<file path="src/rtl/clk_divider_prog.sv">
`default_nettype none
// ============================================================================
//  clk_divider_prog : programmable integer clock divider with tick output.
//  Revision: 1.0
// ============================================================================
module clk_divider_prog #(
    parameter int DIV_W       = 8,
    parameter int DEFAULT_DIV = 2
) (
    input  logic             clk,
    input  logic             rst_n,
    input  logic             en,
    input  logic [DIV_W-1:0] div_val,
    input  logic             div_load,
    output logic             clk_out,
    output logic             tick,
    output logic             running,
    output logic [DIV_W-1:0] cur_div,
    output logic             load_err
);

    typedef enum logic [0:0] {
        ST_IDLE = 1'b0,
        ST_RUN  = 1'b1
    } state_t;

    localparam logic [DIV_W-1:0] C_DEFAULT_DIV = DIV_W'(DEFAULT_DIV);
    localparam logic [DIV_W-1:0] C_MIN_DIV     = DIV_W'(2);

    state_t           state_q, state_d;
    logic [DIV_W-1:0] cnt_q, cnt_d;
    logic             clk_out_q, clk_out_d;
    logic             tick_q, tick_d;
    logic             running_q, running_d;
    logic             load_err_q, load_err_d;
    logic [DIV_W-1:0] cur_div_q, cur_div_d;
    logic [DIV_W-1:0] pend_div_q, pend_div_d;
    logic             pend_valid_q, pend_valid_d;

    logic             load_legal;
    logic             period_start;
    logic [DIV_W-1:0] last_cnt;
    logic [DIV_W:0]   cnt_inc;
    logic [DIV_W:0]   half;

    assign load_legal = (div_val >= C_MIN_DIV);
    assign last_cnt   = cur_div_q - 1'b1;
    assign cnt_inc    = {1'b0, cnt_q} + 1'b1;
    // High phase length is ceil(N/2); one extra bit keeps N+1 from wrapping.
    assign half       = ({1'b0, cur_div_q} + 1'b1) >> 1;

    always_comb begin
        state_d      = state_q;
        cnt_d        = cnt_q;
        clk_out_d    = 1'b0;
        tick_d       = 1'b0;
        running_d    = running_q;
        cur_div_d    = cur_div_q;
        pend_div_d   = pend_div_q;
        pend_valid_d = pend_valid_q;
        period_start = 1'b0;

        case (state_q)
            ST_IDLE: begin
                cnt_d     = '0;
                running_d = 1'b0;
                if (en) begin
                    state_d      = ST_RUN;
                    running_d    = 1'b1;
                    clk_out_d    = 1'b1;
                    tick_d       = 1'b1;
                    period_start = 1'b1;
                end
            end
            ST_RUN: begin
                if (cnt_q != last_cnt) begin
                    cnt_d     = cnt_inc[DIV_W-1:0];
                    clk_out_d = (cnt_inc < half);
                end else if (en) begin
                    cnt_d        = '0;
                    clk_out_d    = 1'b1;
                    tick_d       = 1'b1;
                    period_start = 1'b1;
                end else begin
                    state_d   = ST_IDLE;
                    cnt_d     = '0;
                    running_d = 1'b0;
                end
            end
            default: begin
                state_d   = ST_IDLE;
                cnt_d     = '0;
                running_d = 1'b0;
            end
        endcase

        // The boundary consumes the value pending before this edge; a load on
        // the same edge queues behind it for the following boundary.
        if (period_start && pend_valid_q) begin
            cur_div_d    = pend_div_q;
            pend_valid_d = 1'b0;
        end
        if (div_load && load_legal) begin
            pend_div_d   = div_val;
            pend_valid_d = 1'b1;
        end
        load_err_d = div_load && !load_legal;
    end

    always_ff @(posedge clk or negedge rst_n) begin
        if (!rst_n) begin
            state_q      <= ST_IDLE;
            cnt_q        <= '0;
            clk_out_q    <= 1'b0;
            tick_q       <= 1'b0;
            running_q    <= 1'b0;
            load_err_q   <= 1'b0;
            cur_div_q    <= C_DEFAULT_DIV;
            pend_div_q   <= C_DEFAULT_DIV;
            pend_valid_q <= 1'b0;
        end else begin
            state_q      <= state_d;
            cnt_q        <= cnt_d;
            clk_out_q    <= clk_out_d;
            tick_q       <= tick_d;
            running_q    <= running_d;
            load_err_q   <= load_err_d;
            cur_div_q    <= cur_div_d;
            pend_div_q   <= pend_div_d;
            pend_valid_q <= pend_valid_d;
        end
    end

    assign clk_out  = clk_out_q;
    assign tick     = tick_q;
    assign running  = running_q;
    assign cur_div  = cur_div_q;
    assign load_err = load_err_q;

endmodule
`default_nettype wire
</file>
<file path="config.mk">
export PLATFORM = sky130hd
export DESIGN_NAME = clk_divider_prog
export DESIGN_NICKNAME = d
export VERILOG_FILES = /design/src/rtl/clk_divider_prog.sv
export SDC_FILE = /design/constraint.sdc
export NUM_CORES = 1
export LEC_CHECK = 0
export BUFFER_PORTS_ARGS = -buffer_cell sky130_fd_sc_hd__buf_2
export CAP_MARGIN = 10
export CORE_AREA = 2 2 62 64
export DETAILED_ROUTE_END_ITERATION = 6
export DIE_AREA = 0 0 64 66
export PLACE_DENSITY = 0.78
export SLEW_MARGIN = 10
export SYNTH_ARGS = -nofsm -noshare
export SYNTH_HDL_FRONTEND = slang
export SYNTH_SLANG_ARGS = --single-unit
export TNS_END_PERCENT = 30
</file>
<file path="constraint.sdc">
create_clock -name clk -period 2.3 [get_ports clk]
set_input_delay 0 -clock clk [delete_from_list [all_inputs] [get_ports clk]]
set_output_delay 0 -clock clk [all_outputs]
set_load 0.005 [all_outputs]
</file>
==> flow_metrics.py, run 1 <==
metrics = {
    "clock_network": {
        "path_clk_slew_ns": 0.10,
        "clk-insertion-delay-late_ns": 0.32,
        "htree_levels": 2,
        "cts_tree": "done",
        "clockBufferDepth": 2,
        "cts_buffers": 5,
        "cts-root-buf": "clkbuf_4",
        "cts_sinks": 30,
    },
    "synthesis": {
        "synth.cell_area_um2": 1720,
        "syn_inst": 171,
        "syn_area_per_cell_um2": 10.1,
        "ys_types": 35,
        "ys_seq_elements": 30,
        "syn_nets": 193,
        "yosys_warnings": 0,
        "synth_top_area_frac": 0.408,
        "yosys.area.top_type": "dfrtp_1",
        "synth_area_leaders": "dfrtp_1 41%, ha_1 7.3%, mux2_2 6.6%",
        "ys_seq_area_frac": 0.438,
    },
    "routing": {
        "drt-pass1-iter-count": 4,
        "vias": 1494,
        "wl_mm": 3.91,
        "via_per_inst": 5.34,
        "drt_iter0_markers": 106,
        "detail_route.wl_per_cell_um": 14.0,
        "antenna_left": 0,
        "drc": 0,
    },
    "pwr": {
        "p_per_area_nw_per_um2": 1240,
        "combPwrFrac": 0.554,
        "swShare": 0.380,
        "internal_power_w": 0.00175,
        "clkPwrFrac": 0.133,
        "ir_drop_uv": 719,
        "p_seq_frac": 0.313,
        "switchingPower_w": 0.00107,
        "p_leak_nw": 1.10,
    },
    "critical_path": {
        "critPathKind": "reg2reg",
        "cp-end-kind": "flip-flop",
        "cp_max_fo": 5,
        "worstSetupStartpoint": "cur_div[1]",
        "crit_path_start_kind": "flip-flop",
        "required_ns": 2.52,
        "r2r_start": "cur_div[1]",
        "arrival_ns": 2.67,
    },
    "place": {
        "dpl.hpwl_mm": 2.73,
        "port_buffers": 23,
        "gp_congestion": 0.959,
        "post-place-ws_ns": -0.217,
    },
    "die": {
        "rows": 22,
        "die_area_um2": 4220,
        "die_w_um": 64,
        "io_pins": 24,
        "die_height_um": 66,
        "initial_core_util": 0.484,
        "core_um2": 3550,
    },
    "timing": {
        "worstMarginPinSlew_ns": 0.644,
        "setup_viol": 11,
        "timing.final.crit_share": 1.06,
        "rsz0062_at_grt": "true",
        "fin_ws_ns": -0.148,
        "finalHoldViolCount": 0,
        "whs_ns": 0.0307,
        "fmax_mhz": 409,
        "slew_headroom": 0.570,
        "clock_skew_ns": 0.0102,
        "fin_crit_ns": 2.45,
        "slew_violations": 0,
    },
    "layout": {
        "fin_util": 0.641,
        "syn2layout_area_growth_pct": 32.4,
        "final_cell_mix": "27 x dfrtp_1, 26 x nand2_1, 23 x buf_2, 19 x buf_4, 16 x dlygate4sd3_1",
        "drive_gt1_frac": 0.302,
        "fin_nets": 253,
        "final_common_cell": "dfrtp_1",
        "num_antenna_cells": 0,
    },
    "global_routing": {
        "grt_max_degree": 31,
        "antenna_found_initial": 0,
        "grt_pass1_vias": 1471,
        "grt_use_total": 0.206,
        "grt_pass1_wl_mm": 6.66,
        "grt.overflow.total": 0,
    },
    "worst_hold_path": {
        "min_path_type": "in2reg",
        "min_from": "div_load",
    },
    "status": {
        "violations": "negative setup slack",
        "status": "finished with violations",
    },
    "flow_run": {
        "drv_cap": 0,
    },
}
[cell type report]
type	instances	area (um^2)
clock buffer	8	78.8
fill	289	1270
multi-input combinational	127	921
inverter	8	32.5
tap	48	60.1
sequential	30	754
timing repair buffer	59	429
[cell usage after synthesis]
cell,n
a21oi_1,6
a41oi_1,1
a22o_1,1
nand2b_1,2
nor3_1,4
nand2_1,26
o31a_1,1
a211o_1,1
a21oi_4,1
nand4_1,2
and2_1,1
nor2_1,4
a32oi_1,1
dfrtp_1,28
a2111oi_0,1
nand3_1,12
buf_2,2
nor4_2,1
xor2_1,10
ha_1,10
o2111ai_1,1
inv_1,8
or3b_1,1
o211ai_1,1
a21o_1,3
clkbuf_1,2
a31oi_1,2
o21ai_0,1
a311o_1,1
mux2_2,10
nor4_1,2
xnor2_1,9
and3_1,11
buf_6,2
dfstp_2,2
[repair_timing]
action | in CTS | in global routing
hold buffers | 16 | 0
resized for setup | 1 | 2
endpoints found under the setup margin | 12 | 14
endpoints found under the hold margin | 41 | 0
buffers inserted | 2 | 0
pin swaps | 2 | 2
[per-layer routing]
metal / GRT usage / share of wire / vias to the layer above
li1: - / - / 721
met1: 0.254 / 0.44 / 714
met2: 0.346 / 0.49 / 48
met3: 0.0409 / 0.042 / 11
met4: 0.101 / 0.029 / 0
met5: 0 / 0 / -
[worst max-delay path, cell delays in order (launching register included)]
cell and delay (ns):
dfstp_2 0.59, inv_1 0.08, ha_4 0.15, or3b_4 0.24
o31a_1 0.12, o2111ai_1 0.13, a311o_1 0.39, a21oi_4 0.16
buf_4 0.16, mux2_2 0.33
[registers in the layout, indices dropped and copies added (netlist names)]
name / cells
load_err: 1
tick: 1
pend_div_q: 8
clk_out: 1
pend_valid_q: 1
cnt_q: 8
cur_div: 8
running: 1
state_q: 1
[logic make-up after synthesis]
logic type,synth area share
AOI/OAI and AO/OA,0.0961
xor gates and xnor gates,0.0968
adders and majority gates,0.0728
buffers and inverters,0.0408
DFF,0.438
muxes,0.0655
and+or+nand+nor,0.190
[path summary, 6_finish.rpt]
| path | to | slack (ns) | cells past startpoint |
|---|---|---|---|
| setup / recovery | cur_div[3] | -0.15 | 9 |
| hold / removal | load_err | 0.03 | 2 |
| setup reg to reg | cur_div[3] | -0.15 | 9 |
| hold reg to reg | pend_div_q[1] | 0.48 | 2 |
| max in group asynchronous | cur_div[0] | 1.61 | 2 |
| min in group asynchronous | pend_div_q[2] | 0.24 | 2 |
[power by group through the flow]
stage	Sequential (W)	Combinational [W]	Clock (W)
after floorplan	0.000871	0.00102	0
after global placement	0.000885	0.00147	0
after detailed placement	0.000889	0.00151	0
after CTS	0.000881	0.00155	0.000387
after global routing	0.000909	0.00174	0.000407
final	0.000886	0.00157	0.000377
[stage by stage]
stage / TNS [ns] / instances / total power (W) / area [um^2]
floorplan: -1.89 / 171 / 0.00189 / 1740
global placement: -1.18 / 254 / 0.00236 / 2010
detailed placement: -1.88 / 254 / 0.00240 / 2010
CTS: -1.05 / 280 / 0.00282 / 2270
global route: -2.38 / 280 / 0.00306 / 2280
finish: -1.36 / 280 / 0.00283 / 2280
No activity file was read; power rests on OpenSTA's default activity.
==> run 2, diff against run 1 <==
Settings changed: CELL_PAD_IN_SITES_DETAIL_PLACEMENT set to 0, CELL_PAD_IN_SITES_GLOBAL_PLACEMENT set to 1, CORE_AREA 2 2 62 64 to 2 2 69 71, DIE_AREA 0 0 64 66 to 0 0 71 73, PLACE_DENSITY 0.78 to 0.8.
Clock period 2.3 ns to 2 ns, I/O delays scaled along.
==> run 2 against run 1 <==
Effect of this change:
- the run still ends with negative setup slack left
- non-clock buffer count increased by 10
- sequential cell count unchanged
- sequential power increased by 13%
- fmax increased by 2.1%
- critical path depth unchanged
- register-to-register slack got worse by 0.25 ns
- clock power increased by 34%
- first-iteration DRC count decreased by 14%
- combinational power increased by 28%
- setup slack got worse by 0.25 ns
- critical path type unchanged
==> flow_metrics.py, run 2 (synthesis results as in run 1) <==
metrics = {
    "pwr": {
        "p_per_area_nw_per_um2": 1450,
        "p_seq_frac": 0.285,
        "clkPwrFrac": 0.144,
        "switchingPower_w": 0.00132,
        "combPwrFrac": 0.572,
        "internal_power_w": 0.00220,
        "ir_drop_uv": 710,
        "swShare": 0.375,
        "p_leak_nw": 1.17,
    },
    "timing": {
        "slew_headroom": 0.545,
        "fin_ws_ns": -0.397,
        "slew_violations": 0,
        "fin_setup_tns_ns": -5.61,
        "worstMarginPinSlew_ns": 0.682,
        "fmax_mhz": 417,
        "finalHoldViolCount": 0,
        "rsz0062_at_grt": "true",
        "fin_crit_ns": 2.40,
        "timing.final.crit_share": 1.20,
        "setup_viol": 21,
        "clock_skew_ns": 0.00589,
    },
    "layout": {
        "final_common_cell": "buf_4",
        "fillCellCount": 392,
        "multiInputGateArea_um2": 965,
        "fin_util": 0.534,
        "syn2layout_area_growth_pct": 40.9,
        "final_cells": 296,
        "seqCellArea_um2": 754,
        "final_cell_mix": "32 x buf_4, 27 x dfrtp_1, 25 x nand2_1, 23 x buf_2, 12 x nand3_1",
        "drive_gt1_frac": 0.372,
        "fin_nets": 263,
        "num_antenna_cells": 0,
    },
    "global_routing": {
        "grt_use_total": 0.173,
        "antenna_found_initial": 0,
        "grt_max_degree": 31,
        "grt_pass1_vias": 1476,
        "grt.overflow.total": 0,
        "grt_pass1_wl_mm": 6.93,
    },
    "place": {
        "port_buffers": 23,
        "post-place-ws_ns": -0.484,
        "dpl.hpwl_mm": 2.88,
        "gp_congestion": 0.883,
        "post-place-cells": 272,
    },
    "worst_hold_path": {
        "min_path_type": "in2reg",
        "whs_path_depth": 3,
    },
    "routing": {
        "wl_mm": 4.06,
        "drc": 0,
        "vias": 1463,
        "antenna_left": 0,
        "detail_route.wl_per_cell_um": 13.7,
        "via_per_inst": 4.94,
        "drt-pass1-iter-count": 4,
        "drt_iter0_markers": 91,
    },
    "critical_path": {
        "worstRegToRegCells": 9,
        "crit_path_start_kind": "flip-flop",
        "rrSetupSlack_ns": -0.40,
        "critPathKind": "reg2reg",
        "cp-end-kind": "flip-flop",
        "cp_max_fo": 8,
        "required_ns": 2.17,
        "arrival_ns": 2.57,
    },
    "die": {
        "io_pins": 24,
        "die_height_um": 73,
        "core_um2": 4540,
        "rows": 25,
        "initial_core_util": 0.379,
        "die_area_um2": 5180,
        "die_w_um": 71,
    },
    "clock_network": {
        "htree_levels": 2,
        "path_clk_slew_ns": 0.07,
        "cts-root-buf": "clkbuf_8",
        "clk-insertion-delay-late_ns": 0.28,
        "clockBufferDepth": 2,
        "cts_sinks": 30,
        "cts_buffers": 5,
        "cts_tree": "done",
    },
    "flow_run": {
        "drv_cap": 0,
    },
    "status": {
        "status": "finished with violations",
        "violations": "negative setup slack",
    },
}
==> run 2: per-layer routing <==
metal | vias up | GRT usage | share of wire
met5 | - | 0 | 0
met4 | 0 | 0.0755 | 0.016
met3 | 4 | 0.0414 | 0.038
met2 | 34 | 0.276 | 0.48
met1 | 687 | 0.225 | 0.46
li1 | 738 | - | -
==> run 2: path summary, 6_finish.rpt <==
| path | start | end |
|---|---|---|
| max in group asynchronous | rst_n | cur_div[0] |
| min in group asynchronous | rst_n | pend_div_q[5] |
| max reg2reg | cur_div[0] | cur_div[4] |
| min reg2reg | pend_div_q[1] | pend_div_q[1] |
| max | cur_div[0] | cur_div[4] |
| min | div_load | pend_div_q[7] |
==> run 2: worst max-delay path, cell delays in order (launching register included) <==
cell	delay [ns]
dfrtp_2	0.44
inv_4	0.07
ha_4	0.12
or3b_4	0.38
nor4_2	0.15
o2111ai_1	0.12
a311o_1	0.34
a21oi_4	0.18
buf_12	0.14
mux2_2	0.33
==> run 2: metrics by stage <==
| step | hold slack, ns | cell area [um^2] | power [W] |
|---|---|---|---|
| 3_5_place_dp | 0.0867 | 2110 | 0.00286 |
| 6_report | 0.0314 | 2420 | 0.00352 |
| 2_1_floorplan | -0.296 | 1740 | 0.00218 |
| 4_1_cts | 0.0170 | 2380 | 0.00350 |
| 5_1_grt | 0.0300 | 2420 | 0.00384 |
| 3_3_place_gp | 0.0810 | 2110 | 0.00284 |
==> run 2: power groups by stage <==
stage               Clock (W)  Sequential (W)  Combinational (W)
floorplan                   0         0.00100            0.00118
global placement            0        0.000996            0.00184
detailed placement          0        0.000995            0.00187
CTS                  0.000522         0.00100            0.00198
global route         0.000559         0.00103            0.00225
finish               0.000505         0.00100            0.00201
==> run 2: layout make-up <==
type / count / share of cell area
clock buffers: 6 / 0.0341
clock inverters: 2 / 0.00517
inverters: 8 / 0.0134
multi-input cells: 127 / 0.398
flip-flops and latches: 30 / 0.311
well taps: 54 / 0.0279
repair buffers: 69 / 0.210
==> run 2: what timing repair did <==
item / in CTS / in global routing
setup endpoints to repair: 21 / 21
resized for setup: 7 / 8
hold buffers: 11 / 0
pin swaps: 2 / 0
hold endpoints to repair: 38 / 0
buffers inserted: 3 / 2
==> run 3, diff against run 2 <==
Settings changed: CORE_AREA 2 2 69 71 to 2 2 68 70, CTS_BUF_LIST set to sky130_fd_sc_hd__clkbuf_4 sky130_fd_sc_hd__clkbuf_8, DIE_AREA 0 0 71 73 to 0 0 70 72, PLACE_DENSITY 0.8 to 0.82.
==> run 3 against run 2 <==
Effect of this change:
- the run still ends with negative setup slack left
- first-iteration DRC count shrank 52%
- combinational power is essentially flat
- critical endpoint is now cur_div[7]
- cell count shrank 1.4%
- largest power group unchanged
- utilization grew 2.6 points
- clock skew grew 0.00070 ns
- register-to-register slack is essentially flat
==> flow_metrics.py, run 3 (synthesis results as in run 1) <==
metrics = {
    "die": {
        "rows": 24,
        "core_um2": 4260,
        "initial_core_util": 0.403,
        "io_pins": 24,
        "die_w_um": 70,
        "die_area_um2": 5040,
        "die_height_um": 72,
    },
    "timing": {
        "fin_crit_ns": 2.40,
        "fin_ws_ns": -0.399,
        "slew_headroom": 0.567,
        "fmax_mhz": 417,
        "worstMarginPinSlew_ns": 0.649,
        "setup_viol": 21,
        "finalHoldViolCount": 0,
        "timing.final.crit_share": 1.20,
        "rsz0062_at_grt": "true",
        "slew_violations": 0,
        "clock_skew_ns": 0.00660,
    },
    "routing": {
        "wl_mm": 4.09,
        "detail_route.wl_per_cell_um": 14.0,
        "via_per_inst": 5.04,
        "vias": 1471,
        "drt-pass1-iter-count": 4,
        "drc": 0,
        "drt_iter0_markers": 44,
        "antenna_left": 0,
    },
    "critical_path": {
        "critical-path-top-delay-family": "compound AO/OA/AOI/OAI gates",
        "crit_path_max_incr_delay_ns": 0.44,
        "crit_chain": "inv_4 -> ha_4 -> or3b_4 -> nor4_4 -> o2111ai_1 -> a311o_1 -> a21oi_4 -> buf_12 -> mux2_2",
        "crit_path_start_kind": "flip-flop",
        "critPathKind": "reg2reg",
        "crit_path_top_delay_cell": "dfrtp_2",
        "cp_num_buf_inv": 2,
        "worst-path-stages": 9,
        "arrival_ns": 2.56,
        "timing.rr.end": "cur_div[7]",
        "cp-end-kind": "flip-flop",
        "cp_max_fo": 8,
        "required_ns": 2.17,
        "r2r_start": "cur_div[0]",
        "worstRegToRegCells": 9,
        "rrSetupSlack_ns": -0.40,
    },
    "pwr": {
        "p_leak_nw": 1.16,
        "ir_drop_uv": 760,
        "p_per_area_nw_per_um2": 1510,
        "p_total_w": 0.00360,
    },
    "worst_hold_path": {
        "holdPathEnd": "pend_div_q[3]",
        "min_path_type": "in2reg",
        "whs_path_depth": 3,
        "min_from": "div_load",
    },
    "global_routing": {
        "grt_use_total": 0.179,
        "grt_pass1_vias": 1532,
        "antenna_found_initial": 0,
        "grt_max_degree": 31,
        "grt.overflow.total": 0,
        "grt_pass1_wl_mm": 6.97,
    },
    "flow_run": {
        "drv_cap": 0,
    },
    "clock_network": {
        "cts_buffers": 5,
        "cts-root-buf": "clkbuf_8",
        "path_clk_slew_ns": 0.06,
        "htree_levels": 2,
        "clk-insertion-delay-late_ns": 0.28,
        "cts_tree": "done",
        "clockBufferDepth": 2,
        "cts_sinks": 30,
    },
    "status": {
        "violations": "negative setup slack",
        "status": "finished with violations",
    },
    "layout": {
        "final_common_cell": "buf_4",
        "num_antenna_cells": 0,
        "final_cell_mix": "32 x buf_4, 27 x dfrtp_1, 26 x nand2_1, 23 x buf_2, 12 x nand3_1",
        "syn2layout_area_growth_pct": 38.9,
        "drive_gt1_frac": 0.350,
        "fin_nets": 261,
        "fillCellCount": 375,
    },
    "place": {
        "post-place-ws_ns": -0.506,
        "dpl.hpwl_mm": 2.97,
        "port_buffers": 23,
        "gp_congestion": 0.776,
    },
}
[run 3: cell types whose count changed in the layout (fill, tap and decap cells not counted), sizes merged]
| cell | before | now |
|---|---|---|
| clkbuf | 6 | 7 |
| clkinvlp | 1 | 0 |
| bufinv | 0 | 1 |
| buf | 58 | 56 |
| clkinv | 1 | 0 |
[run 3: area by class of cell]
| cell class | count | area [um^2] | area share |
|---|---|---|---|
| timing repair buffer | 67 | 485 | 0.203 |
| sequential | 30 | 754 | 0.316 |
| clock buffer | 7 | 83.8 | 0.0351 |
| tap | 52 | 65.1 | 0.0272 |
| clock inverter | 1 | 30.0 | 0.0126 |
| inverter | 8 | 32.5 | 0.0136 |
| multi-input combinational | 127 | 937 | 0.392 |
[run 3: worst min-delay path, stage by stage]
cell     delay [ns]
buf_2          0.16
nand2_1        0.08
nand2_1        0.04
[run 3: per-stage QoR]
| step | util | instance area (um^2) | hold slack [ns] | cells | setup TNS (ns) |
|---|---|---|---|---|---|
| 6_report | 0.560 | 2390 | 0.0283 | 292 | -5.43 |
| 5_1_grt | 0.560 | 2390 | 0.0398 | 292 | -7.59 |
| 4_1_cts | 0.558 | 2380 | 0.0222 | 292 | -5.04 |
| 3_5_place_dp | 0.497 | 2120 | 0.0701 | 272 | -6.89 |
| 3_3_place_gp | 0.497 | 2120 | 0.0676 | 272 | -5.84 |
| 2_1_floorplan | - | 1740 | -0.296 | 171 | -6.01 |
[run 3: worst max path at each step]
| stage | start | endpoint | slack, ns |
|---|---|---|---|
| floorplan | cur_div[0] | cur_div[0] | -0.54 |
| global placement | cur_div[0] | cur_div[0] | -0.45 |
| detailed placement | cur_div[0] | cur_div[0] | -0.51 |
| CTS | cur_div[0] | cur_div[7] | -0.38 |
| global route | cur_div[0] | cur_div[5] | -0.50 |
| finish | cur_div[0] | cur_div[7] | -0.40 |
[run 3: per-layer routing]
metal / global-route usage / routed length [um]
met4: 0.0726 / 61
met3: 0.0486 / 167
met1: 0.218 / 1870
met5: 0 / 0
met2: 0.304 / 2000
[run 3: power breakdown]
group	internal, W	switching [W]
Combinational	0.00109	0.000895
Clock	0.000399	0.000217
Sequential	0.000805	0.000195
Total	0.00229	0.00131
[run 3: what timing repair did]
action                     4_1_cts  5_1_grt
buffers inserted                 1        0
resized for setup                4        1
pin swaps                        2        0
setup endpoints to repair       21       21
hold endpoints to repair        38        0
hold buffers                    11        0
